===== config.mk =====
export PLATFORM = sky130hd
export DESIGN_NAME = rr_arbiter4
export DESIGN_NICKNAME = d
export VERILOG_FILES = /design/src/rtl/rr_arbiter4.sv
export SDC_FILE = /design/constraint.sdc
export NUM_CORES = 1
export LEC_CHECK = 0
export CAP_MARGIN = 10
export CORE_UTILIZATION = 52
export CTS_CLUSTER_SIZE = 30
export DETAILED_ROUTE_END_ITERATION = 16
export PLACE_DENSITY = 0.86
export RECOVER_POWER = 100
export SYNTH_ARGS = -nofsm -noshare
export SYNTH_HDL_FRONTEND = slang
export SYNTH_SLANG_ARGS = --single-unit

===== constraint.sdc =====
create_clock -name clk -period 3.49 [get_ports clk]
set_clock_uncertainty 0.1 [all_clocks]
set_input_delay 1.047 -clock clk [delete_from_list [all_inputs] [get_ports clk]]
set_output_delay 1.047 -clock clk [all_outputs]
set_load 0.03 [all_outputs]

===== src/rtl/rr_arbiter4.sv =====
`default_nettype none
// ============================================================================
// Module      : rr_arbiter4
// Description : Four-requester round-robin arbiter with enable and an
//               optional per-tenure hold limit. It grants one shared
//               resource to requesters 0..3. The grant is given both as a
//               one-hot vector and as an encoded index.
// Revision    : 1.0 - initial release
// ----------------------------------------------------------------------------
// Parameters:
//   MAX_HOLD  - maximum consecutive grant cycles per tenure (0 = unlimited)
//   CNT_W     - hold-counter width; 2**CNT_W must exceed MAX_HOLD
// Ports:
//   clk       in   1  rising-edge clock
//   rst       in   1  synchronous reset, active-high
//   e         in   1  arbiter enable
//   req       in   4  level-sensitive request vector, bit n = requester n
//   gnt       out  4  registered one-hot grant (or zero)
//   gnt_id    out  2  registered winner index, meaningful when gnt_valid=1
//   gnt_valid out  1  registered, equals |gnt
//   preempt   out  1  one-cycle pulse when a tenure is cut by the hold limit
// ============================================================================
module rr_arbiter4 #(
  parameter int unsigned MAX_HOLD = 8,
  parameter int unsigned CNT_W    = 4
) (
  input  logic       clk,
  input  logic       rst,
  input  logic       e,
  input  logic [3:0] req,
  output logic [3:0] gnt,
  output logic [1:0] gnt_id,
  output logic       gnt_valid,
  output logic       preempt
);

  typedef enum logic [0:0] {
    S_IDLE  = 1'b0,
    S_GRANT = 1'b1
  } state_t;

  localparam logic [CNT_W-1:0] C_MAX_HOLD = CNT_W'(MAX_HOLD);
  localparam logic [CNT_W-1:0] C_CNT_SAT  = {CNT_W{1'b1}};
  localparam logic [CNT_W-1:0] C_CNT_ONE  = CNT_W'(1);
  localparam logic             C_LIMIT_EN = (MAX_HOLD != 0);

  // --------------------------------------------------------------------------
  // Registered state and outputs
  // --------------------------------------------------------------------------
  state_t           state_q;
  logic [3:0]       gnt_q;
  logic [1:0]       gnt_id_q;
  logic             gnt_valid_q;
  logic             preempt_q;
  logic [1:0]       ptr_q;
  logic [CNT_W-1:0] hold_cnt_q;

  // --------------------------------------------------------------------------
  // Combinational arbitration
  // --------------------------------------------------------------------------
  logic [1:0] w_start;
  logic [1:0] w_win_ofs;
  logic [1:0] w_win;
  logic       w_found;
  logic       w_holder_req;
  logic       w_limit_hit;

  // While a tenure is running, every way of ending it (release or limit)
  // moves the pointer to holder+1 and re-arbitrates from there, so the
  // search start is holder+1. A releasing holder has req[h]=0 and therefore
  // drops out naturally; a pre-empted holder is still requesting but sits
  // last in the search order, which is exactly the required fairness.
  always_comb begin
    w_start   = (state_q == S_GRANT) ? (gnt_id_q + 2'd1) : ptr_q;
    w_found   = |req;
    w_win_ofs = 2'd0;
    // Walk offsets from the far end so the closest set bit wins last.
    for (int k = 3; k >= 0; k--) begin
      if (req[w_start + 2'(k)]) begin
        w_win_ofs = 2'(k);
      end
    end
    w_win        = w_start + w_win_ofs;
    w_holder_req = req[gnt_id_q];
    w_limit_hit  = C_LIMIT_EN && (hold_cnt_q == C_MAX_HOLD);
  end

  // --------------------------------------------------------------------------
  // Arbiter state machine with registered outputs
  // --------------------------------------------------------------------------
  always_ff @(posedge clk) begin
    if (rst) begin
      state_q     <= S_IDLE;
      gnt_q       <= 4'b0000;
      gnt_id_q    <= 2'd0;
      gnt_valid_q <= 1'b0;
      preempt_q   <= 1'b0;
      ptr_q       <= 2'd0;
      hold_cnt_q  <= '0;
    end else begin
      // The pre-emption pulse lasts exactly one cycle unless re-asserted.
      preempt_q <= 1'b0;

      case (state_q)
        S_IDLE: begin
          if (e && w_found) begin
            state_q     <= S_GRANT;
            gnt_q       <= 4'b0001 << w_win;
            gnt_id_q    <= w_win;
            gnt_valid_q <= 1'b1;
            hold_cnt_q  <= C_CNT_ONE;
          end else begin
            state_q     <= S_IDLE;
            gnt_q       <= 4'b0000;
            gnt_id_q    <= 2'd0;
            gnt_valid_q <= 1'b0;
            hold_cnt_q  <= '0;
          end
        end

        S_GRANT: begin
          if (!e) begin
            // Disabled: drop the grant, next tenure starts after the holder.
            state_q     <= S_IDLE;
            gnt_q       <= 4'b0000;
            gnt_id_q    <= 2'd0;
            gnt_valid_q <= 1'b0;
            hold_cnt_q  <= '0;
            ptr_q       <= gnt_id_q + 2'd1;
          end else if (!w_holder_req) begin
            // Voluntary release: hand over back-to-back if anyone waits.
            ptr_q <= gnt_id_q + 2'd1;
            if (w_found) begin
              state_q     <= S_GRANT;
              gnt_q       <= 4'b0001 << w_win;
              gnt_id_q    <= w_win;
              gnt_valid_q <= 1'b1;
              hold_cnt_q  <= C_CNT_ONE;
            end else begin
              state_q     <= S_IDLE;
              gnt_q       <= 4'b0000;
              gnt_id_q    <= 2'd0;
              gnt_valid_q <= 1'b0;
              hold_cnt_q  <= '0;
            end
          end else if (w_limit_hit) begin
            // Hold limit reached while still requesting. The holder keeps
            // req high, so a winner always exists (possibly the holder).
            preempt_q   <= 1'b1;
            ptr_q       <= gnt_id_q + 2'd1;
            state_q     <= S_GRANT;
            gnt_q       <= 4'b0001 << w_win;
            gnt_id_q    <= w_win;
            gnt_valid_q <= 1'b1;
            hold_cnt_q  <= C_CNT_ONE;
          end else begin
            // Keep the grant; the counter saturates instead of wrapping so
            // an unlimited tenure can never alias back onto the limit.
            if (hold_cnt_q != C_CNT_SAT) begin
              hold_cnt_q <= hold_cnt_q + C_CNT_ONE;
            end
          end
        end

        default: begin
          state_q     <= S_IDLE;
          gnt_q       <= 4'b0000;
          gnt_id_q    <= 2'd0;
          gnt_valid_q <= 1'b0;
          hold_cnt_q  <= '0;
        end
      endcase
    end
  end

  assign gnt       = gnt_q;
  assign gnt_id    = gnt_id_q;
  assign gnt_valid = gnt_valid_q;
  assign preempt   = preempt_q;

endmodule
`default_nettype wire


==> results.py <==
metrics = {
    "final_layout": {
        "insertedDiodeCount": 0,
        "nets": 142,
        "area_growth_pct": 20.1,
        "final_cells": 156,
        "drive_above_1_share": 0.115,
        "postLayoutCoreUtil": 0.670,
    },
    "yosys": {
        "synth_commonest_cells": "dfxtp_1, nor2_1, nand2_1",
        "ys.flop_type": "dfxtp_1",
        "synth_edf_count": 0,
        "ys_seq_elements": 15,
        "synth.most_common_cell": "dfxtp_1",
        "ys_types": 43,
        "syn_area_per_cell_sq_um": 8.53,
        "synth_top_area_cell": "dfxtp_1",
        "ys_async_sr_fraction": 0,
        "synth_top_area_frac": 0.312,
        "synth_fp_nets": 123,
        "synth_cells": 113,
        "yosys-top-cells-area": "dfxtp_1, mux2i_1, nor2_1, nand2_1, ha_1",
        "seq_area_frac_synth": 0.312,
        "yosysWarnings": 0,
        "syn_area_sq_um": 963,
    },
    "global_route": {
        "antenna_found_initial": 0,
        "grt_pass1_vias": 765,
        "grt_remaining_overflow": 0,
        "grtUsageTotal": 0.218,
        "grt_pass1_wl_mm": 3.29,
        "grt_max_degree": 12,
    },
    "critical_path": {
        "critical_path.slowest_cell": "dlygate4sd3_1",
        "critical-path-top-delay-family": "buffers and inverters",
        "start_kind": "input pin",
        "critical_path_class": "input pin to register",
        "cp_cell_sequence": "dlygate4sd3_1, inv_1, o21ai_0, a21oi_1, o31a_1, ha_1, xnor2_1, xnor2_1, o21ai_0",
        "path_max_fanout": 5,
        "end_kind": "register",
        "worstPathRequired_ns": 3.54,
        "cpPeakStageDelay_ns": 0.63,
        "path_buf_inv": 2,
        "crit_arrival_ns": 3.17,
    },
    "placement": {
        "numPortBuffers": 14,
        "dp_cells": 152,
        "gp_congestion": 0.803,
        "hpwl_mm": 1.52,
    },
    "clock_network": {
        "htree_levels": 1,
        "tritoncts": "done",
        "clock-root-buffer": "clkbuf_4",
        "ctsHoldBuffers": 0,
        "clkSinkCount": 15,
        "numCtsBuffers": 3,
        "postCtsSetupRepairBufs": 0,
        "clockBufferDepth": 2,
        "clk_latency_ns": 0.28,
        "cts_resized": 0,
        "clkTransAtPathRegs_ns": 0.08,
    },
    "sta": {
        "fin_crit_sh": 0.894,
        "fin_tns_setup_ns": 0,
        "max_freq_mhz": 320,
        "relSlewSlack": 0.737,
        "setup_viol": 0,
        "final_hold_viol_count": 0,
        "final.min_clock_period_ns": 3.12,
        "maxSlewViolCount": 0,
        "rsz0062_at_grt": "false",
        "worst_slew_pin_slew_ns": 0.392,
    },
    "pwr": {
        "p_leak_nw": 0.472,
        "peakVddDrop_mv": 0.321,
        "finalPower_w": 0.000399,
        "p_per_area_mw_per_mm2": 345,
    },
    "routing": {
        "drtPass1Iterations": 4,
        "wirelength_mm": 1.96,
        "drt-initial-drc-count": 9,
        "ant_nets": 0,
        "wl_per_cell_um": 12.5,
        "via_count": 890,
        "vias_per_cell": 5.71,
        "drc_errors": 0,
    },
    "floorplan": {
        "ios": 15,
        "start_util": 0.558,
        "num_rows": 15,
        "die_w_um": 45.0,
        "core_area_sq_mm": 0.00173,
        "dieArea_sq_mm": 0.00203,
        "dieHeight_um": 45.0,
    },
    "outcome": {
        "outcome": "complete, no violations",
    },
    "min_path": {
        "hold_class": "register to register",
    },
    "flow_run": {
        "drv_cap": 0,
    },
}
==> power breakdown <==
group          internal [W]  leakage, nW  switching [W]
Sequential         0.000180        0.122      0.0000118
Clock             0.0000444       0.0150      0.0000526
Combinational     0.0000500        0.335      0.0000599
==> per-layer routing <==
layer / vias to the layer above / track usage / wire [um]
met2: 27 / 0.351 / 943
met1: 419 / 0.299 / 906
li1: 442 / - / -
met4: 0 / 0.0424 / 9
met3: 2 / 0.0520 / 97
met5: - / 0 / 0
==> state kept, by name, indices dropped and copies added (netlist names) <==
| signal | cells |
|---|---|
| gnt | 4 |
| hold_cnt_q | 4 |
| gnt_id | 2 |
| ptr_q | 2 |
| gnt_valid | 1 |
| preempt | 1 |
| state_q | 1 |
==> tightest hold or removal path, stage by stage (launching register included) <==
cell	delay, ns
dfxtp_1	0.33
nand2_1	0.04
o21ai_0	0.06
==> final cells by class <==
type | instances | area (sq um)
well taps | 25 | 31.3
fillers | 156 | 569
clock buffers | 4 | 26.3
repair buffers | 18 | 163
inverters | 10 | 37.5
flip-flops and latches | 15 | 300
multi-input cells | 84 | 599
==> per-stage QoR <==
step                setup slack, ns  hold slack, ns  area, sq um
CTS                           0.458           0.373         1160
finish                        0.370           0.356         1160
global route                  0.234           0.404         1160
global placement              0.246           0.344         1140
floorplan                     0.710           0.382          963
detailed placement            0.212           0.350         1140
==> kinds of logic after synthesis <==
logic type / after synthesis / synth area share
buffers and inverters: 14 / 0.0662
AND/OR/NAND/NOR: 41 / 0.210
adder cells (fa/ha/maj): 3 / 0.0390
flip-flops: 15 / 0.312
XOR/XNOR: 3 / 0.0351
AO/OA/AOI/OAI: 29 / 0.223
multiplexers: 8 / 0.114
==> final timing paths <==
| check | start | to | slack, ns | cells past startpoint |
|---|---|---|---|---|
| worst max-delay path | req[2] | gnt[3]$_SDFFE_PP0P_ | 0.37 | 9 |
| worst min-delay path | gnt[2]$_SDFFE_PP0P_ | gnt[2]$_SDFFE_PP0P_ | 0.36 | 2 |
| worst max register to register | gnt_id[0]$_SDFFE_PP0P_ | gnt[3]$_SDFFE_PP0P_ | 0.70 | 10 |
| worst min register to register | gnt[2]$_SDFFE_PP0P_ | gnt[2]$_SDFFE_PP0P_ | 0.36 | 2 |
==> cell usage in the layout, fill, tap and decap left out, drive strengths merged, types with 5 or more instances in the layout <==
cell	count
dfxtp	15
nor2	13
nand2	11
inv	10
dlygate4sd3	9
o21ai	8
mux2i	6
clkbuf	6
clkdlybuf4s50	5
Power figures use the tool's default switching activity.
